===== src/rtl/sponge_pkg.sv =====
// Shared definitions for the sponge absorb/squeeze stages: FSM encoding,
// default widths and the final-block padding rule.
package sponge_pkg;

    typedef enum logic [2:0] {
        IDLE,
        PERM,
        PWAIT,
        PADBLK,
        DONE
    } absorb_state_t;

    localparam int SPONGE_SWIDTH = 320;
    localparam int SPONGE_RWIDTH = 32;
    localparam int SPONGE_NBW    = $clog2(SPONGE_RWIDTH + 1);

    // 10*-style padding at the default rate width: keep the top nbits of
    // data, set the next bit, clear the rest (nbits >= rate is clamped).
    function automatic logic [SPONGE_RWIDTH-1:0] pad_block(
        input logic [SPONGE_RWIDTH-1:0] data,
        input logic [SPONGE_NBW-1:0]    nbits
    );
        logic [SPONGE_RWIDTH-1:0] blk;
        int n;
        n = int'(nbits);
        if (n > SPONGE_RWIDTH) n = SPONGE_RWIDTH;
        for (int i = 0; i < SPONGE_RWIDTH; i++) begin
            if (SPONGE_RWIDTH - 1 - i < n)       blk[i] = data[i];
            else if (SPONGE_RWIDTH - 1 - i == n) blk[i] = 1'b1;
            else                                 blk[i] = 1'b0;
        end
        return blk;
    endfunction

endpackage


===== src/rtl/sponge_pad.sv =====
// Combinational masking/padding of a message block before it is XORed
// into the rate. Non-final blocks pass through untouched.
module sponge_pad
    import sponge_pkg::*;
#(
    parameter  int RWIDTH = SPONGE_RWIDTH,
    localparam int NBW    = $clog2(RWIDTH + 1)
) (
    input  logic [RWIDTH-1:0] in_data,
    input  logic [NBW-1:0]    in_nbits,
    input  logic              in_last,
    output logic [RWIDTH-1:0] blk,
    output logic              full_last
);

    int n_clamp;

    always_comb begin
        n_clamp = int'(in_nbits);
        if (n_clamp > RWIDTH) n_clamp = RWIDTH;
        blk       = in_data;
        full_last = 1'b0;
        if (in_last) begin
            for (int i = 0; i < RWIDTH; i++) begin
                if (RWIDTH - 1 - i < n_clamp)       blk[i] = in_data[i];
                else if (RWIDTH - 1 - i == n_clamp) blk[i] = 1'b1;
                else                                blk[i] = 1'b0;
            end
            // A completely full final block leaves no room for the pad bit,
            // so a separate padding-only block must follow.
            full_last = (n_clamp == RWIDTH);
        end
    end

endmodule


===== src/rtl/sponge_absorb.sv =====
// Sponge absorb phase: XORs padded message blocks into the rate, runs the
// external permutation after each block, then hands the state to squeeze.
module sponge_absorb
    import sponge_pkg::*;
#(
    parameter  int SWIDTH = SPONGE_SWIDTH,
    parameter  int RWIDTH = SPONGE_RWIDTH,
    localparam int NBW    = $clog2(RWIDTH + 1)
) (
    input  logic              clk,
    input  logic              reset,
    input  logic              in_valid,
    output logic              in_ready,
    input  logic [RWIDTH-1:0] in_data,
    input  logic              in_last,
    input  logic [NBW-1:0]    in_nbits,
    output logic              perm_start,
    output logic [SWIDTH-1:0] perm_state_out,
    input  logic [SWIDTH-1:0] perm_state_in,
    input  logic              perm_done,
    output logic              out_valid,
    input  logic              out_ready,
    output logic [SWIDTH-1:0] out_state
);

    absorb_state_t     fsm_q, fsm_d;
    logic [SWIDTH-1:0] state_q, state_d;
    logic              last_flag_q, last_flag_d;
    logic              pad_pending_q, pad_pending_d;
    logic [RWIDTH-1:0] blk;
    logic              full_last;

    sponge_pad #(.RWIDTH(RWIDTH)) u_pad (
        .in_data   (in_data),
        .in_nbits  (in_nbits),
        .in_last   (in_last),
        .blk       (blk),
        .full_last (full_last)
    );

    always_ff @(posedge clk or posedge reset) begin
        if (reset) begin
            fsm_q         <= IDLE;
            state_q       <= '0;
            last_flag_q   <= 1'b0;
            pad_pending_q <= 1'b0;
        end else begin
            fsm_q         <= fsm_d;
            state_q       <= state_d;
            last_flag_q   <= last_flag_d;
            pad_pending_q <= pad_pending_d;
        end
    end

    always_comb begin
        fsm_d         = fsm_q;
        state_d       = state_q;
        last_flag_d   = last_flag_q;
        pad_pending_d = pad_pending_q;
        perm_start    = 1'b0;
        out_valid     = 1'b0;
        case (fsm_q)
            IDLE: begin
                if (in_valid) begin
                    state_d[SWIDTH-1 -: RWIDTH] = state_q[SWIDTH-1 -: RWIDTH] ^ blk;
                    last_flag_d   = in_last;
                    pad_pending_d = full_last;
                    fsm_d         = PERM;
                end
            end
            PERM: begin
                perm_start = 1'b1;
                fsm_d      = PWAIT;
            end
            PWAIT: begin
                if (perm_done) begin
                    state_d = perm_state_in;
                    if (pad_pending_q)    fsm_d = PADBLK;
                    else if (last_flag_q) fsm_d = DONE;
                    else                  fsm_d = IDLE;
                end
            end
            PADBLK: begin
                state_d[SWIDTH-1] = ~state_q[SWIDTH-1];
                pad_pending_d     = 1'b0;
                fsm_d             = PERM;
            end
            DONE: begin
                out_valid = 1'b1;
                if (out_ready) begin
                    state_d     = '0;
                    last_flag_d = 1'b0;
                    fsm_d       = IDLE;
                end
            end
            default: fsm_d = IDLE;
        endcase
    end

    // FSM sits in IDLE while reset is held, so ready is gated explicitly.
    assign in_ready       = (fsm_q == IDLE) && !reset;
    assign perm_state_out = state_q;
    assign out_state      = state_q;

endmodule

===== config.mk =====
export PLATFORM = sky130hd
export DESIGN_NAME = sponge_absorb
export DESIGN_NICKNAME = d
export VERILOG_FILES = /design/src/rtl/sponge_pkg.sv /design/src/rtl/sponge_pad.sv /design/src/rtl/sponge_absorb.sv
export SDC_FILE = /design/constraint.sdc
export NUM_CORES = 1
export LEC_CHECK = 0
export CORE_AREA = 2 2 394 396
export DETAILED_ROUTE_END_ITERATION = 8
export DIE_AREA = 0 0 396 398
export PLACE_DENSITY = 0.35
export SLEW_MARGIN = 20
export SYNTH_ARGS = -nofsm -noshare
export SYNTH_HDL_FRONTEND = slang
export SYNTH_SLANG_ARGS = --single-unit

===== constraint.sdc =====
create_clock -name clk -period 14.3 [get_ports clk]
set_input_delay 2.86 -clock clk [delete_from_list [all_inputs] [get_ports clk]]
set_output_delay 2.86 -clock clk [all_outputs]
set_load 0.1 [all_outputs]

==> metrics.md, run 1 <==
| Metric | Value |
|---|---|
| Outcome | `finished, final reports clean` |
| Register area | `8130 sq um` |
| Worst path slowest cell | `clkdlybuf4s50_1` |
| Fraction of layout cells with a size suffix above 1 | `under 10%` |
| Worst-path clk slew | `around 0.060 ns` |
| WP data required | `between 10 and 15 ns` |
| Area growth, synth to finish | `66.5%` |
| Detailed router's first-iteration violation count | `909` |
| Setup bufs post-CTS | `0` |
| Top cell by count, worst path | `clkdlybuf4s50_1` |
| FF-to-FF End | `out_state[280]` |
| R2R depth | `7` |
| Startpoint types | `input pin` |
| Final Instance Area | `about 28000 sq um` |
| Hold wc startpoint | `last_flag_q` |
| Grt total ovfl | `0` |
| Final Routed Wirelength | `roughly 94000 microns` |
| DP HPWL | `about 74000 microns` |
| Setup TNS | `0 ns` |
| Largest net degree at the start of global routing | `between 200 and 250` |
| Synthesized Nets | `2313` |
| Total clock sinks | `325` |
| Cts-stage hold buffer count | `0` |
| CP arrival | `approximately 5.2 ns` |
| TritonCTS clock tree | `done` |
| Slowest cell delay on critical path | `1.24 ns` |
| Dpl cell area | `between 20000 and 30000 sq um` |
| Initial Util | `roughly 11%` |
| Yosys cell types | `58` |
| Crit path time final | `between 8 and 9 ns` |
| Initial antenna violation count | `10` |
| Synth Register Bits | `325` |
| GRT Overall Usage | `a little under an eighth` |
| Final setup vio count | `0` |
| Avg WL per Cell | `~20 microns` |
| Multi-input gate area | `about 5400 sq um` |
| Synth top area share | `between 40 and 50%` |
| Worst hold path cell count | `2` |
| Post-synth top cells | `nand2_1 (619), dfrtp_1 (325), buf_4 (322)` |
| Fin nets | `between 2000 and 3000` |
| Post-Syn Instances | `1949` |
| Slew of the pin with the lowest slew margin | `about 1.2 ns` |
| Synth top area cells | `dfrtp_1 (49%), buf_4 (14%), nand2_1 (14%)` |
| Core area | `about 150000 sq um` |
| Die Wd | `between 300 and 400 microns` |
| Top-count cell post-synth | `nand2_1` |
| PostCTS Resize Cnt | `0` |
| Drt pass-1 iters | `5` |
| Height of the die | `slightly below 400 microns` |
| Tcrit/Tclk final | `approximately 56%` |
| Cell row count | `144` |
| Top FF cell, synth | `dfrtp_1` |
| Hold Path Class | `register to register` |
| Final Max Slew Viols | `0` |
| # port buffers | `between 1000 and 1500` |
| Worst rel slew slack | `19.8%` |
| CTS Buf Count | `between 40 and 50` |
| CP endpoint kind | `primary output` |
| Flop2flop setup slack | `10.79 ns` |
| Clk_lat worst skew | `0.62 ns` |
| Synth async-reset ratio | `100%` |
| Clock Path Buffers | `3` |
| CP cell instances | `clkdlybuf4s50_1 > nor4_1 > clkdlybuf4s50_1` |
| CP max FO | `2` |
| Vias/cell | `3.26` |
| Io pins | `between 1000 and 1500` |
| Die area | `158000 sq um` |
| Final ANT Viol Nets | `0` |
| Sequential area share after synthesis | `around half` |
| Final Wtd Congestion | `roughly 0.83` |
| Clock Root Buffer | `clkbuf_16` |
| Global-route wire length before repair | `between 100000 and 150000 microns` |
| FILL cells | `approximately 17000` |
| Synth Warn # | `0` |
| Synth area leader | `dfrtp_1` |
| RSZ-0062 raised after global routing | `false` |
| F_max | `around 120 MHz` |
| Number of global-route vias before repair | `about 15000` |
| H-tree depth | `2` |
| Hold Fails Final Rpt | `0` |
| Max-cap viol count | `0` |
| Syn_area_per_cell | `approximately 8.6 sq um` |
| Drt drc | `0` |
| Synth Cell Area | `between 15000 and 20000 sq um` |
| Post-synth EDFFs | `0` |
| Setup CP Type | `input pin to primary output` |
| Final Skew | `roughly 0.024 ns` |
| Detailed-route via count | `15200` |
| Beginning of the worst register-to-register path | `fsm_q[1]` |
| Hold Path End | `last_flag_q` |
[logic make-up (layout without fill, tap and decap cells)]
| kind of cell | after synthesis | count (layout) | share of synthesized area [%] |
|---|---|---|---|
| other | 0 | 3 | 0 |
| and+or+nand+nor | 707 | 707 | 16.9 |
| muxes | 9 | 9 | 0.552 |
| AOI/OAI and AO/OA | 432 | 432 | 14.7 |
| xor gates and xnor gates | 1 | 1 | 0.0523 |
| DFF | 325 | 325 | 48.5 |
| buffers and inverters | 475 | 1135 | 19.4 |
[metrics by stage]
stage | instances | worst slack (ns) | hold slack (ns) | util (%)
2_1_floorplan | 1949 | 2.44 | 0.449 | -
3_3_place_gp | 4569 | 6.10 | 0.470 | 17.2
3_5_place_dp | 4569 | 6.20 | 0.482 | 17.2
4_1_cts | 4652 | 6.17 | 0.498 | 18.2
5_1_grt | 4653 | 6.16 | 0.532 | 18.2
6_report | 4656 | 6.22 | 0.503 | 18.2
[sequential cells by signal, indices dropped and copies added, names as in the netlist]
| name | flops |
|---|---|
| last_flag_q | 1 |
| out_state | 320 |
| pad_pending_q | 1 |
| fsm_q | 3 |
[critical path: cells and delay by family]
family                 cells  cell delay [ns]
and+or+nand+nor            1             0.47
buffers and inverters      2             1.87
[layer usage]
metal  wire length, microns  share of wire (%)  GRT usage (%)
met1                  41500                 44           14.8
met4                   1430                1.5           2.23
met2                  44700                 48           18.8
met5                    118               0.13              0
met3                   6080                6.5           3.30
[area by class of cell]
class,count,area share [%]
multi-input combinational,1149,19.4
clock buffer,63,4.74
timing repair buffer,1026,36.4
antenna,3,0.0269
sequential,325,29.1
tap,2044,9.16
inverter,26,0.376
clock inverter,20,0.766
[cell usage in the layout, fill, tap and decap left out, types with 4 or more instances in the layout]
cell and count:
mux2i_1 7, nor3_1 11, a31oi_1 5, a22o_1 5
clkbuf_8 13, nand3_1 11, clkbuf_1 5, o22ai_1 11
o21ai_1 243, nand2b_1 9, o31a_1 7, o31ai_1 7
clkdlybuf4s50_1 961, o2bb2ai_1 17, a22oi_1 12, clkinv_2 11
a21oi_1 29, clkbuf_16 45, dfrtp_1 325, nand2_1 618
a32oi_1 5, o21ai_0 68, nor4_1 4, buf_4 60
inv_1 25, nor2b_1 6, buf_12 4, nor2_1 22
[worst max path at each step]
stage	cells past startpoint	start	slack, ns	to
finish	3	reset	6.22	in_ready
global route	3	reset	6.16	in_ready
CTS	3	reset	6.17	in_ready
detailed placement	3	reset	6.20	in_ready
global placement	3	reset	6.10	in_ready
floorplan	1	reset	2.44	fsm_q[0]
Power of run 1 is left out: the tool's default activity adds up to more than one toggle a clock period on the data nets, which glitch-free logic cannot reach.
==> run 2: changes to the inputs <==
Settings changed: PLACE_DENSITY 0.35 to 0.36.
Clock period 14.3 ns to 7.3 ns, I/O delays scaled along.
==> metrics.md, run 2 (synthesis gave the netlist of run 1 again) <==
| Metric | Value |
|---|---|
| Outcome | `finished, final reports clean` |
| Drt pass-1 iters | `5 (unchanged)` |
| Cell row count | `144 (unchanged)` |
| Worst-path clk slew | `0.05 ns (about the same)` |
| Grt total ovfl | `0 (unchanged)` |
| Final ANT Viol Nets | `0 (unchanged)` |
| Setup CP Type | `input pin to primary output` |
| H-tree depth | `2 (unchanged)` |
| Final Skew | `0.0212 ns (-0.00234 ns)` |
| TritonCTS clock tree | `done` |
| Crit. path cell count | `3 (unchanged)` |
| FF-to-FF End | `out_state[18]` |
| F_max | `approximately 200 MHz` |
| Max-cap viol count | `0 (unchanged)` |
| Max reg flops | `320 (unchanged)` |
| Global-route wire length before repair | `132000 microns (+2.8%)` |
| Crit path time final | `~5.1 ns` |
| Fraction of layout cells with a size suffix above 1 | `6.14% (+0.050 points)` |
| Flop2flop setup slack | `4.01 ns (-6.78 ns)` |
| WP data required | `5.84 ns (-5.60 ns)` |
| Launch point of the worst path | `reset` |
| R2R depth | `6 (-1)` |
| Vias/cell | `3.26 (+0.24%)` |
| Placed insts | `4569 (unchanged)` |
| Hold Path Class | `register to register` |
| Fin nets | `2937 (unchanged)` |
| FILL cells | `17200 (+0.099%)` |
| Final Routed Wirelength | `97600 microns (+3.9%)` |
| CP arrival | `3.66 ns (-1.56 ns)` |
| Beginning of the worst register-to-register path | `fsm_q[0]` |
| Dpl cell area | `26400 sq um (+0.12%)` |
| DP HPWL | `77800 microns (+5.8%)` |
| Top delay family on crit path | `buffers and inverters` |
| PostCTS Resize Cnt | `0 (unchanged)` |
| Detailed-route via count | `15200 (+0.17%)` |
| Final setup vio count | `0 (unchanged)` |
| CP cell instances | `clkdlybuf4s50_1 > nor4_1 > clkdlybuf4s50_1` |
| Startpoint types | `input pin` |
| Tcrit/Tclk final | `70.2%` |
| Number of global-route vias before repair | `15400 (+0.98%)` |
| Cts-stage hold buffer count | `0 (unchanged)` |
| Clk_lat worst skew | `0.62 ns (about the same)` |
| GRT Overall Usage | `11.9% (+0.45 points)` |
| Final Wtd Congestion | `0.882 (+6.0%)` |
| Slowest cell delay on critical path | `1.25 ns (about the same)` |
| Worst rel slew slack | `17.3% (-2.5 points)` |
| Final Instance Area | `28000 sq um (+0.24%)` |
| CP Buf/Inv Count | `2 (unchanged)` |
| CTS Buf Count | `46 (+2.2%)` |
| Core area | `153000 sq um (unchanged)` |
| Area growth, synth to finish | `66.9%` |
| Most frequent cells in the layout | `clkdlybuf4s50_1 (956), nand2_1 (618), dfrtp_1 (325), o21ai_1 (243), o21ai_0 (68)` |
| Final core occ | `18.3% (+0.044 points)` |
| CP max FO | `2 (unchanged)` |
| Setup bufs post-CTS | `0 (unchanged)` |
| Final Max Slew Viols | `0 (unchanged)` |
| Initial Util | `10.9% (unchanged)` |
| Worst Setup EP | `in_ready` |
| Drt drc | `0 (unchanged)` |
| Detailed router's first-iteration violation count | `775 (-15%)` |
| Worst path slowest cell | `clkdlybuf4s50_1` |
| Commonest non-fill, non-tap cell in the layout | `clkdlybuf4s50_1` |
| Die Wd | `396 microns (unchanged)` |
| Top cell by count, worst path | `clkdlybuf4s50_1` |
| RSZ-0062 raised after global routing | `false` |
| Largest net degree at the start of global routing | `185 (-19%)` |
| Fin cells | `4653 (-0.064%)` |
| Clock Root Buffer | `clkbuf_16` |
| Clock Path Buffers | `3 (unchanged)` |
| Worst hold path cell count | `2 (unchanged)` |
| # port buffers | `1006 (unchanged)` |
| Height of the die | `398 microns (unchanged)` |
| Slew of the pin with the lowest slew margin | `1.24 ns (+0.0375 ns)` |
| Avg WL per Cell | `21.0 microns (+4.0%)` |
| Setup TNS | `0 ns (unchanged)` |
| CP endpoint kind | `primary output` |
| Io pins | `1007 (unchanged)` |
| Hold Fails Final Rpt | `0 (unchanged)` |
| Die area | `158000 sq um (unchanged)` |
| Total clock sinks | `325 (unchanged)` |
| Initial antenna violation count | `11 (+1)` |
==> run 2: worst reg2reg max path: stages, from the launching register on <==
cell and delay, ns:
dfrtp_1 0.77, nor2_1 0.26, nand2_4 0.39, buf_4 0.66, buf_12 0.53, nand2_1 0.45
o21ai_1 0.15
==> run 2: per-stage QoR <==
| step | worst slack, ns | hold WS, ns |
|---|---|---|
| finish | 2.18 | 0.493 |
| global route | 2.13 | 0.533 |
| CTS | 2.18 | 0.491 |
| detailed placement | 2.20 | 0.480 |
| global placement | 2.11 | 0.476 |
| floorplan | 1.50 | 0.449 |
==> run 2: worst min-delay path by stage <==
stage                      from           to  slack, ns
global route        last_flag_q  last_flag_q       0.53
detailed placement  last_flag_q  last_flag_q       0.48
floorplan           last_flag_q  last_flag_q       0.45
finish              last_flag_q  last_flag_q       0.49
global placement    last_flag_q  last_flag_q       0.48
CTS                 last_flag_q  last_flag_q       0.49
==> run 2: per-layer routing <==
layer / vias up / part of all wire, % / GRT usage, %
met5: - / 0.075 / 0
met3: 87 / 7.5 / 3.79
met2: 563 / 47 / 19.4
li1: 7315 / - / -
met4: 12 / 1.3 / 2.07
met1: 7206 / 44 / 15.3
==> run 2: layout make-up <==
| class | count | area [sq um] | area share [%] |
|---|---|---|---|
| Tap cell | 2044 | 2560 | 9.14 |
| Clock buffer | 66 | 1390 | 4.95 |
| Timing Repair Buffer | 1025 | 10200 | 36.3 |
| Antenna cell | 5 | 12.5 | 0.0447 |
| Sequential cell | 325 | 8130 | 29.1 |
| Inverter | 26 | 101 | 0.362 |
| Multi-Input combinational cell | 1149 | 5420 | 19.4 |
| Clock inverter | 13 | 213 | 0.760 |
Power of run 2 is left out for the same reason.
